--- config.mk ---
export PLATFORM = sky130hd
export DESIGN_NAME = prog_loader_arbiter
export DESIGN_NICKNAME = d
export VERILOG_FILES = /design/src/rtl/prog_loader_arbiter.sv
export SDC_FILE = /design/constraint.sdc
export NUM_CORES = 1
export LEC_CHECK = 0
export ABC_AREA = 1
export CORE_ASPECT_RATIO = 1.5
export CORE_MARGIN = 10
export CORE_UTILIZATION = 45
export CTS_BUF_LIST = sky130_fd_sc_hd__clkbuf_8
export CTS_CLUSTER_DIAMETER = 80
export CTS_CLUSTER_SIZE = 25
export DETAILED_ROUTE_END_ITERATION = 8
export PLACE_DENSITY = 0.81
export SYNTH_ARGS = -nofsm -noshare
export SYNTH_HDL_FRONTEND = slang
export SYNTH_SLANG_ARGS = --single-unit
--- constraint.sdc ---
create_clock -name clk -period 4.3 [get_ports clk]
set_clock_uncertainty 0.1 [all_clocks]
set_input_delay 0.86 -clock clk [delete_from_list [all_inputs] [get_ports clk]]
set_output_delay 0.86 -clock clk [all_outputs]
set_load 0.01 [all_outputs]
--- src/rtl/prog_loader_arbiter.sv ---
// RAM write-port arbiter between the CPU and a host byte-stream loader.
// Halts the CPU, streams bytes to RAM from address 0, then resets and releases the CPU.
//
// Ports:
//   clk, rst                  clock, synchronous active-high reset
//   prog_mode                 host programming-session request (level)
//   host_valid/data/last      host byte stream, host_ready = byte accepted
//   cpu_addr/wdata/we         CPU-side RAM request (MAR, bus, decoder ri)
//   cpu_hlt                   CPU halted acknowledge
//   cpu_halt_req, cpu_rst_n   CPU halt request, active-low CPU reset
//   cpu_grant                 1 while the CPU owns the RAM port
//   ram_addr/wdata/we         RAM write/address port
//   load_count                bytes written in the last/current session
//   done, err_abort           normal-finish pulse, sticky abort flag
module prog_loader_arbiter #(
  parameter int ADDR_W     = 4,
  parameter int DATA_W     = 8,
  parameter int SETTLE     = 1,
  parameter int RST_CYCLES = 2
) (
  input  logic              clk,
  input  logic              rst,
  input  logic              prog_mode,
  input  logic              host_valid,
  input  logic [DATA_W-1:0] host_data,
  input  logic              host_last,
  output logic              host_ready,
  input  logic [ADDR_W-1:0] cpu_addr,
  input  logic [DATA_W-1:0] cpu_wdata,
  input  logic              cpu_we,
  input  logic              cpu_hlt,
  output logic              cpu_halt_req,
  output logic              cpu_rst_n,
  output logic              cpu_grant,
  output logic [ADDR_W-1:0] ram_addr,
  output logic [DATA_W-1:0] ram_wdata,
  output logic              ram_we,
  output logic [ADDR_W:0]   load_count,
  output logic              done,
  output logic              err_abort
);

  localparam int SCW = (SETTLE > 1) ? $clog2(SETTLE) : 1;
  localparam int RCW = (RST_CYCLES > 1) ? $clog2(RST_CYCLES) : 1;

  typedef enum logic [2:0] {
    S_RUN,
    S_WAIT_HALT,
    S_LOAD_IDLE,
    S_LOAD_SETUP,
    S_LOAD_WRITE,
    S_RELEASE
  } state_t;

  state_t            r_state;
  state_t            w_next;
  logic [ADDR_W-1:0] r_ptr;
  logic [DATA_W-1:0] r_data;
  logic              r_last;
  logic [SCW-1:0]    r_settle;
  logic [RCW-1:0]    r_rst_cnt;
  logic              r_cpu_rst_n;
  logic [ADDR_W:0]   r_count;
  logic              r_done;
  logic              r_err;
  logic              w_wr_end;
  logic              w_enter_rel;

  // A write ends the session on the tagged last byte, on the top
  // address (the pointer must never wrap), or when the host has
  // abandoned the session.
  assign w_wr_end    = r_last | (&r_ptr) | r_err | ~prog_mode;
  assign w_enter_rel = (w_next == S_RELEASE) && (r_state != S_RELEASE);

  always_comb begin
    w_next       = r_state;
    host_ready   = 1'b0;
    cpu_grant    = 1'b0;
    cpu_halt_req = 1'b1;
    ram_addr     = r_ptr;
    ram_wdata    = r_data;
    ram_we       = 1'b0;
    unique case (r_state)
      S_RUN: begin
        cpu_grant    = 1'b1;
        cpu_halt_req = 1'b0;
        ram_addr     = cpu_addr;
        ram_wdata    = cpu_wdata;
        ram_we       = cpu_we;
        if (prog_mode) w_next = S_WAIT_HALT;
      end
      S_WAIT_HALT: begin
        if (!prog_mode)   w_next = S_RUN;
        else if (cpu_hlt) w_next = S_LOAD_IDLE;
      end
      S_LOAD_IDLE: begin
        host_ready = 1'b1;
        if (host_valid)     w_next = S_LOAD_SETUP;
        else if (!prog_mode) w_next = S_RELEASE;
      end
      S_LOAD_SETUP: begin
        if (r_settle == '0) w_next = S_LOAD_WRITE;
      end
      S_LOAD_WRITE: begin
        // A reset arriving in the write cycle drops the write.
        ram_we = ~rst;
        w_next = w_wr_end ? S_RELEASE : S_LOAD_IDLE;
      end
      S_RELEASE: begin
        if (r_cpu_rst_n && !prog_mode) w_next = S_RUN;
      end
      default: w_next = S_RUN;
    endcase
  end

  always_ff @(posedge clk) begin
    if (rst) begin
      r_state     <= S_RUN;
      r_ptr       <= '0;
      r_data      <= '0;
      r_last      <= 1'b0;
      r_settle    <= '0;
      r_rst_cnt   <= '0;
      r_cpu_rst_n <= 1'b0;
      r_count     <= '0;
      r_done      <= 1'b0;
      r_err       <= 1'b0;
    end else begin
      r_state <= w_next;
      r_done  <= 1'b0;
      unique case (r_state)
        S_RUN: r_cpu_rst_n <= 1'b1;
        S_WAIT_HALT: begin
          if (w_next == S_LOAD_IDLE) begin
            r_ptr   <= '0;
            r_count <= '0;
            r_err   <= 1'b0;
          end
        end
        S_LOAD_IDLE: begin
          if (w_next == S_LOAD_SETUP) begin
            r_data   <= host_data;
            r_last   <= host_last;
            r_settle <= SCW'(SETTLE - 1);
          end else if (w_next == S_RELEASE) begin
            r_err <= 1'b1;
          end
        end
        S_LOAD_SETUP: begin
          if (!prog_mode) r_err <= 1'b1;
          if (r_settle != '0) r_settle <= r_settle - SCW'(1);
        end
        S_LOAD_WRITE: begin
          r_count <= r_count + (ADDR_W+1)'(1);
          if (!prog_mode) r_err <= 1'b1;
          if (w_next == S_LOAD_IDLE) r_ptr <= r_ptr + ADDR_W'(1);
        end
        S_RELEASE: begin
          if (r_rst_cnt != '0) r_rst_cnt <= r_rst_cnt - RCW'(1);
          else                 r_cpu_rst_n <= 1'b1;
          if (w_next == S_RUN) r_done <= ~r_err;
        end
        default: ;
      endcase
      // Entering RELEASE starts the CPU reset window.
      if (w_enter_rel) begin
        r_cpu_rst_n <= 1'b0;
        r_rst_cnt   <= RCW'(RST_CYCLES - 1);
      end
    end
  end

  assign cpu_rst_n  = r_cpu_rst_n;
  assign load_count = r_count;
  assign done       = r_done;
  assign err_abort  = r_err;

endmodule
==> Implementation_results.wiki, run 1 <==
{| class="wikitable"
! Metric !! Value
|-
| Starting density of the core || 46.1%
|-
| Leading cell types in the layout, fill and taps excluded || clkdlybuf4s50_1, nand2_1, inv_1, o21ai_0, dfxtp_1
|-
| Cell count after synthesis || 197
|-
| Die Ht || 86.5 µm
|-
| Number of nets in the layout || 275
|-
| Number of clock sinks || 25
|-
| Final antenna-violating net count || 0
|-
| Placed insts || 280
|-
| Largest incremental delay on the critical path || 0.57 ns
|-
| Fraction of the cycle the final worst path needs || 74.1%
|-
| Worst VDD drop || 193 µV
|-
| Wire length of the first global-routing pass || 6150 µm
|-
| Clock Root Buffer || clkbuf_8
|-
| Maximum clock frequency || 314 MHz
|-
| Die footprint || 0.00557 mm²
|-
| Time the worst path needs with I/O delays and setup || 3.19 ns
|-
| Cell Count, Final, Fillers Out || 284
|-
| I/O pin total || 51
|-
| Distinct cells, synth || 22
|-
| Leading cell type in the layout, fill and taps excluded || clkdlybuf4s50_1
|-
| Number of antenna violations at the first check in global routing || 0
|-
| Router iterations before antenna repair || 4
|-
| Top-area cell type share of the netlist area || 37.7%
|-
| Synthesized flop and latch total || 25
|-
| Worst slew margin relative to its limit || 68.4%
|-
| Routed via count || 1402
|-
| PnR Total Power || 0.497 mW
|-
| Most instantiated flip-flop cell in the synthesis netlist || dfxtp_1
|-
| Least setup slack across all paths after layout || 1.11 ns
|-
| WP data arrival || 2.23 ns
|-
| Clock edge transition at the registers on the reported setup and hold paths || 0.09 ns
|-
| Seq/Total Area, Yosys || 37.7%
|-
| Pins Over Slew Limit || 0
|-
| Worst setup slack before clock tree synthesis || 1.12 ns
|-
| Setup repair after global routing missed its margin || no
|-
| Aggregate routed wire length || 3560 µm
|-
| Post-layout util || 65.7%
|-
| Largest net degree at the start of global routing || 27
|-
| Startpoint Class || input port
|-
| GRT Overall Usage || 13.2%
|-
| Worst path buffer plus inverter count || 2
|-
| Total half-perimeter wirelength after legalization and detailed placement || 2780 µm
|-
| Most frequent CP cell || clkdlybuf4s50_1
|-
| Final Hold Vio Count || 0
|-
| Slowest cell on crit path || clkdlybuf4s50_1
|-
| Hold buffer count at cts || 0
|-
| Number of buffers created by CTS || 3
|-
| Routability cong. || 0.870
|-
| Critical Path Fanout Max || 9
|-
| Number of design-rule violations left by the first detailed-router iteration || 54
|-
| Number of max-cap violations || 0
|-
| Post-synthesis to final-layout area growth || 42.7%
|-
| Actual transition at the worst max-transition pin || 0.473 ns
|-
| Syn Std Cell Area || 0.00133 mm²
|-
| Number of post-CTS setup repair buffers || 0
|-
| Final TNS setup || 0 ns
|-
| Insertion delay of the later-clocked pin in the worst-skew pair || 0.26 ns
|-
| Path category of the worst min-delay check || flip-flop to flip-flop
|-
| Pwr/cell area || 263 mW/mm²
|-
| Crit-path cells || clkdlybuf4s50_1 -> o21ai_0 -> clkdlybuf4s50_1
|-
| Top area cells in the synthesized netlist || dfxtp_1, nand2_1, o21ai_0, a21oi_1, inv_1
|-
| Kind of end point of the critical path || output port
|-
| Syn_nets || 226
|-
| Antenna cell count || 0
|-
| Total of cells resized after clock tree synthesis || 0
|-
| Overflow left after global routing || 0
|-
| Count of H-tree levels built during CTS || 1
|-
| Largest delay contributor family on the critical path || buffers and inverters
|-
| Outcome || finished, final reports clean
|-
| DRC violations left || 0
|-
| CP required || 3.34 ns
|-
| Post-synthesis area per instance || 6.74 µm²
|-
| Synthesis warning total || 0
|-
| Core Area || 0.00288 mm²
|-
| Synth area leader || dfxtp_1
|-
| Setup violations, final || 0
|-
| Final routed wire length divided by cell count || 12.5 µm
|-
| Chip width || 64.3 µm
|-
| Number of global-route vias before repair || 1309
|-
| Standby leakage power || 0.781 nW
|-
| Fraction of final layout cells with drive strength greater than 1 || 8.16%
|-
| EDFF count, synth || 0
|-
| Buffers on Ports || 50
|-
| Worst-case clock buffer depth || 2
|-
| CTS tree || done
|-
| Share of flip-flops with an asynchronous set or reset || 0%
|-
| Std-Cell Rows || 24
|-
| Classification of the worst setup path || input port to output port
|-
| Average via count per standard cell || 4.94
|}
## tightest hold or removal path, delay by kind of cell, from the launching register on
family | cells | cell delay, ns
flip-flops | 1 | 0.31
AO/OA/AOI/OAI | 1 | 0.05
buffers and inverters | 1 | 0.05
## Yosys cell counts (3+ instances only)
cell type,n
nand2_1,39
nor3_1,4
a21oi_1,22
nand2_2,4
nor2_1,8
o21ai_1,3
buf_2,5
nor2_2,3
o21ai_0,26
inv_1,29
nand3_1,15
dfxtp_1,25
## layer usage
layer,vias up,track usage [%],share of wire (%)
met4,0,5.27,1.3
met1,624,15.4,44
met2,33,22.1,50
met3,4,3.36,4.4
li1,741,-,-
met5,-,0,0
## state kept, by name, summed over array words and instances (netlist names)
register / cells
r_ptr: 4
cpu_rst_n: 1
r_rst_cnt: 1
done: 1
r_state: 3
load_count: 5
err_abort: 1
r_data: 8
r_last: 1
## layout make-up
| type | instances | area, µm² |
|---|---|---|
| Tap cell | 39 | 48.8 |
| Inverter | 32 | 123 |
| Fill cell | 272 | 988 |
| Timing Repair Buffer | 50 | 500 |
| Sequential cell | 25 | 500 |
| Clock buffer | 3 | 41.3 |
| Multi-Input combinational cell | 134 | 676 |
| Clock inverter | 1 | 5.00 |
## where the power goes
| part | internal, mW | switching [mW] | total (mW) | leakage [nW] |
|---|---|---|---|---|
| registers | 0.236 | 0.00381 | 0.240 | 0.202 |
| clock network | 0.0647 | 0.0740 | 0.139 | 0.0255 |
| logic | 0.0632 | 0.0553 | 0.119 | 0.553 |
| total | 0.364 | 0.133 | 0.497 | 0.781 |
## through the flow
step	area [µm²]	hold WS, ns
final	1890	0.349
after CTS	1890	0.354
after detailed placement	1850	0.340
after global routing	1890	0.372
after global placement	1850	0.335
after floorplan	1330	0.324
## logic make-up (layout without fill, tap and decap cells)
kind of cell / after synthesis / count (layout) / share of synthesized area (%)
flip-flops: 25 / 25 / 37.7
adder cells (fa/ha/maj): 2 / 2 / 1.88
AND/OR/NAND/NOR: 77 / 77 / 27.2
buffers and inverters: 38 / 86 / 11.4
AO/OA/AOI/OAI: 55 / 55 / 21.8
## worst paths after layout
check | slack, ns | startpoint | endpoint | depth (start not counted)
setup reg to reg | 2.69 | r_ptr[0] | err_abort | 10
hold reg to reg | 0.35 | r_data[1] | r_data[1] | 2
hold / removal | 0.35 | r_data[1] | r_data[1] | 2
setup / recovery | 1.11 | rst | ram_we | 3
No activity file was read; power rests on OpenSTA's default activity.
==> run 2: changes to the inputs <==
--- a/config.mk
+++ b/config.mk
@@ -8,12 +8,12 @@
 export ABC_AREA = 1
 export CORE_ASPECT_RATIO = 1.5
 export CORE_MARGIN = 10
-export CORE_UTILIZATION = 45
+export CORE_UTILIZATION = 41
 export CTS_BUF_LIST = sky130_fd_sc_hd__clkbuf_8
 export CTS_CLUSTER_DIAMETER = 80
 export CTS_CLUSTER_SIZE = 25
 export DETAILED_ROUTE_END_ITERATION = 8
-export PLACE_DENSITY = 0.81
+export PLACE_DENSITY = 0.78
 export SYNTH_ARGS = -nofsm -noshare
 export SYNTH_HDL_FRONTEND = slang
 export SYNTH_SLANG_ARGS = --single-unit
==> constraint.sdc (replaced) <==
create_clock -name clk -period 2.8 [get_ports clk]
set_clock_uncertainty 0.1 [all_clocks]
set_input_delay 0.56 -clock clk [delete_from_list [all_inputs] [get_ports clk]]
set_output_delay 0.56 -clock clk [all_outputs]
set_load 0.01 [all_outputs]
==> run 2 against run 1 <==
  * Non-clock buffer count is 1 higher
  * Critical path depth is 3 higher
  * Global-route usage is 1.6 points lower
  * Die area is 7.1% higher
  * Via count hardly changed
  * Wire length is 1.2% lower
  * Critical endpoint unchanged
==> Implementation_results.wiki, run 2 (synthesis gave the netlist of run 1 again) <==
{| class="wikitable"
! Metric !! Value
|-
| # fillers || 301
|-
| Pins Over Slew Limit || 0
|-
| Number of nets in the layout || 276
|-
| Number of clock sinks || 25
|-
| I/O pin total || 51
|-
| Setup repair after global routing missed its margin || no
|-
| Time the worst path needs with I/O delays and setup || 2.66 ns
|-
| Core Area || 0.00313 mm²
|-
| Buffers on Ports || 50
|-
| DRC violations left || 0
|-
| WP data arrival || 2.00 ns
|-
| Actual transition at the worst max-transition pin || 0.469 ns
|-
| Aggregate routed wire length || 3520 µm
|-
| Critical Path Fanout Max || 26
|-
| Largest reg by FF count || r_data
|-
| Router iterations before antenna repair || 4
|-
| Worst VDD drop || 294 µV
|-
| Classification of the worst setup path || flip-flop to output port
|-
| Insertion delay of the later-clocked pin in the worst-skew pair || 0.27 ns
|-
| Setup violations, final || 0
|-
| Leading cell type in the layout, fill and taps excluded || clkdlybuf4s50_1
|-
| Total half-perimeter wirelength after legalization and detailed placement || 2790 µm
|-
| Pwr/cell area || 402 mW/mm²
|-
| Routed via count || 1403
|-
| Number of max-cap violations || 0
|-
| Placed cell areas || 0.00186 mm²
|-
| Standby leakage power || 0.787 nW
|-
| Final TNS setup || 0 ns
|-
| Hold Worst Slack || 0.350 ns
|-
| Final antenna-violating net count || 0
|-
| Number of post-CTS setup repair buffers || 0
|-
| Count of H-tree levels built during CTS || 1
|-
| Worst slew margin relative to its limit || 68.7%
|-
| CP required || 2.14 ns
|-
| Starting density of the core || 42.4%
|-
| Post-synthesis to final-layout area growth || 43.3%
|-
| Maximum clock frequency || 376 MHz
|-
| Worst-case clock buffer depth || 2
|-
| Final Hold Vio Count || 0
|-
| Startpoint Class || flip-flop
|-
| Std-Cell Rows || 25
|-
| Number of buffers created by CTS || 3
|-
| Routability cong. || 0.877
|-
| Wire length of the first global-routing pass || 5570 µm
|-
| Largest net degree at the start of global routing || 27
|-
| Average via count per standard cell || 4.91
|-
| Die Ht || 89.7 µm
|-
| Number of design-rule violations left by the first detailed-router iteration || 49
|-
| Number of global-route vias before repair || 1254
|-
| Total of cells resized after clock tree synthesis || 0
|-
| Number of flip-flops in the largest register || 8
|-
| Overflow left after global routing || 0
|-
| Outcome || finished, final reports clean
|-
| Hold buffer count at cts || 0
|-
| GRT Overall Usage || 11.6%
|-
| Final routed wire length divided by cell count || 12.3 µm
|-
| Fraction of final layout cells with drive strength greater than 1 || 8.13%
|-
| Kind of end point of the critical path || output port
|-
| Chip width || 66.5 µm
|-
| Path category of the worst min-delay check || flip-flop to flip-flop
|-
| Antenna cell count || 0
|-
| Final design instance area without fill || 0.00190 mm²
|-
| Clock edge transition at the registers on the reported setup and hold paths || 0.09 ns
|-
| Leading cell types in the layout, fill and taps excluded || clkdlybuf4s50_1, nand2_1, inv_1, o21ai_0, dfxtp_1
|-
| Die footprint || 0.00596 mm²
|-
| CTS tree || done
|-
| Clock Root Buffer || clkbuf_8
|-
| Fraction of the cycle the final worst path needs || 94.9%
|-
| Number of antenna violations at the first check in global routing || 0
|}
-- run 2: changes by cell type in the layout (fill, tap and decap cells not counted), sizes merged --
cell / change
buf: +1
clkinv: -1
inv: +1
-- run 2: critical path, stage by stage (launching register included) --
cell	delay [ns]
dfxtp_1	0.36
nor2_2	0.18
nand2_1	0.13
inv_2	0.31
nand2_1	0.09
o21ai_0	0.10
clkdlybuf4s50_1	0.57
-- run 2: final timing paths --
kind | start | endpoint | slack [ns] | cells past startpoint
max | r_state[0] | ram_we | 0.14 | 6
min | r_data[3] | r_data[3] | 0.35 | 2
max reg2reg | r_ptr[0] | cpu_rst_n | 1.19 | 10
min reg2reg | r_data[3] | r_data[3] | 0.35 | 2
-- run 2: cell type report --
| class | count | area (µm²) | share of cell area, % |
|---|---|---|---|
| Clock buffer | 3 | 41.3 | 2.17 |
| Clock inverter | 1 | 3.75 | 0.197 |
| Inverter | 32 | 123 | 6.45 |
| Multi-Input combinational cell | 134 | 676 | 35.5 |
| Sequential cell | 25 | 500 | 26.3 |
| Tap cell | 40 | 50.0 | 2.63 |
| Timing Repair Buffer | 51 | 508 | 26.7 |
-- run 2: through the flow --
stage,setup slack (ns),instances,total power [mW],utilization [%]
5_1_grt,0.0103,286,0.803,60.8
3_5_place_dp,0.365,282,0.561,59.4
3_3_place_gp,0.366,282,0.560,59.4
2_1_floorplan,0.970,197,0.461,-
4_1_cts,0.134,286,0.770,60.8
6_report,0.143,286,0.764,60.8
-- run 2: power by group --
part | total [mW] | internal (mW) | leakage (nW) | switching [mW]
Clock | 0.212 | 0.0982 | 0.0269 | 0.114
Sequential | 0.368 | 0.363 | 0.202 | 0.00537
Combinational | 0.183 | 0.0980 | 0.558 | 0.0854
-- run 2: metal layers --
layer / vias up / global-route usage [%] / wire (µm)
li1: 737 / - / -
met2: 35 / 21.7 / 1850
met5: - / 0 / 0
met3: 6 / 1.12 / 201
met4: 0 / 5.93 / 59
met1: 625 / 12.3 / 1410
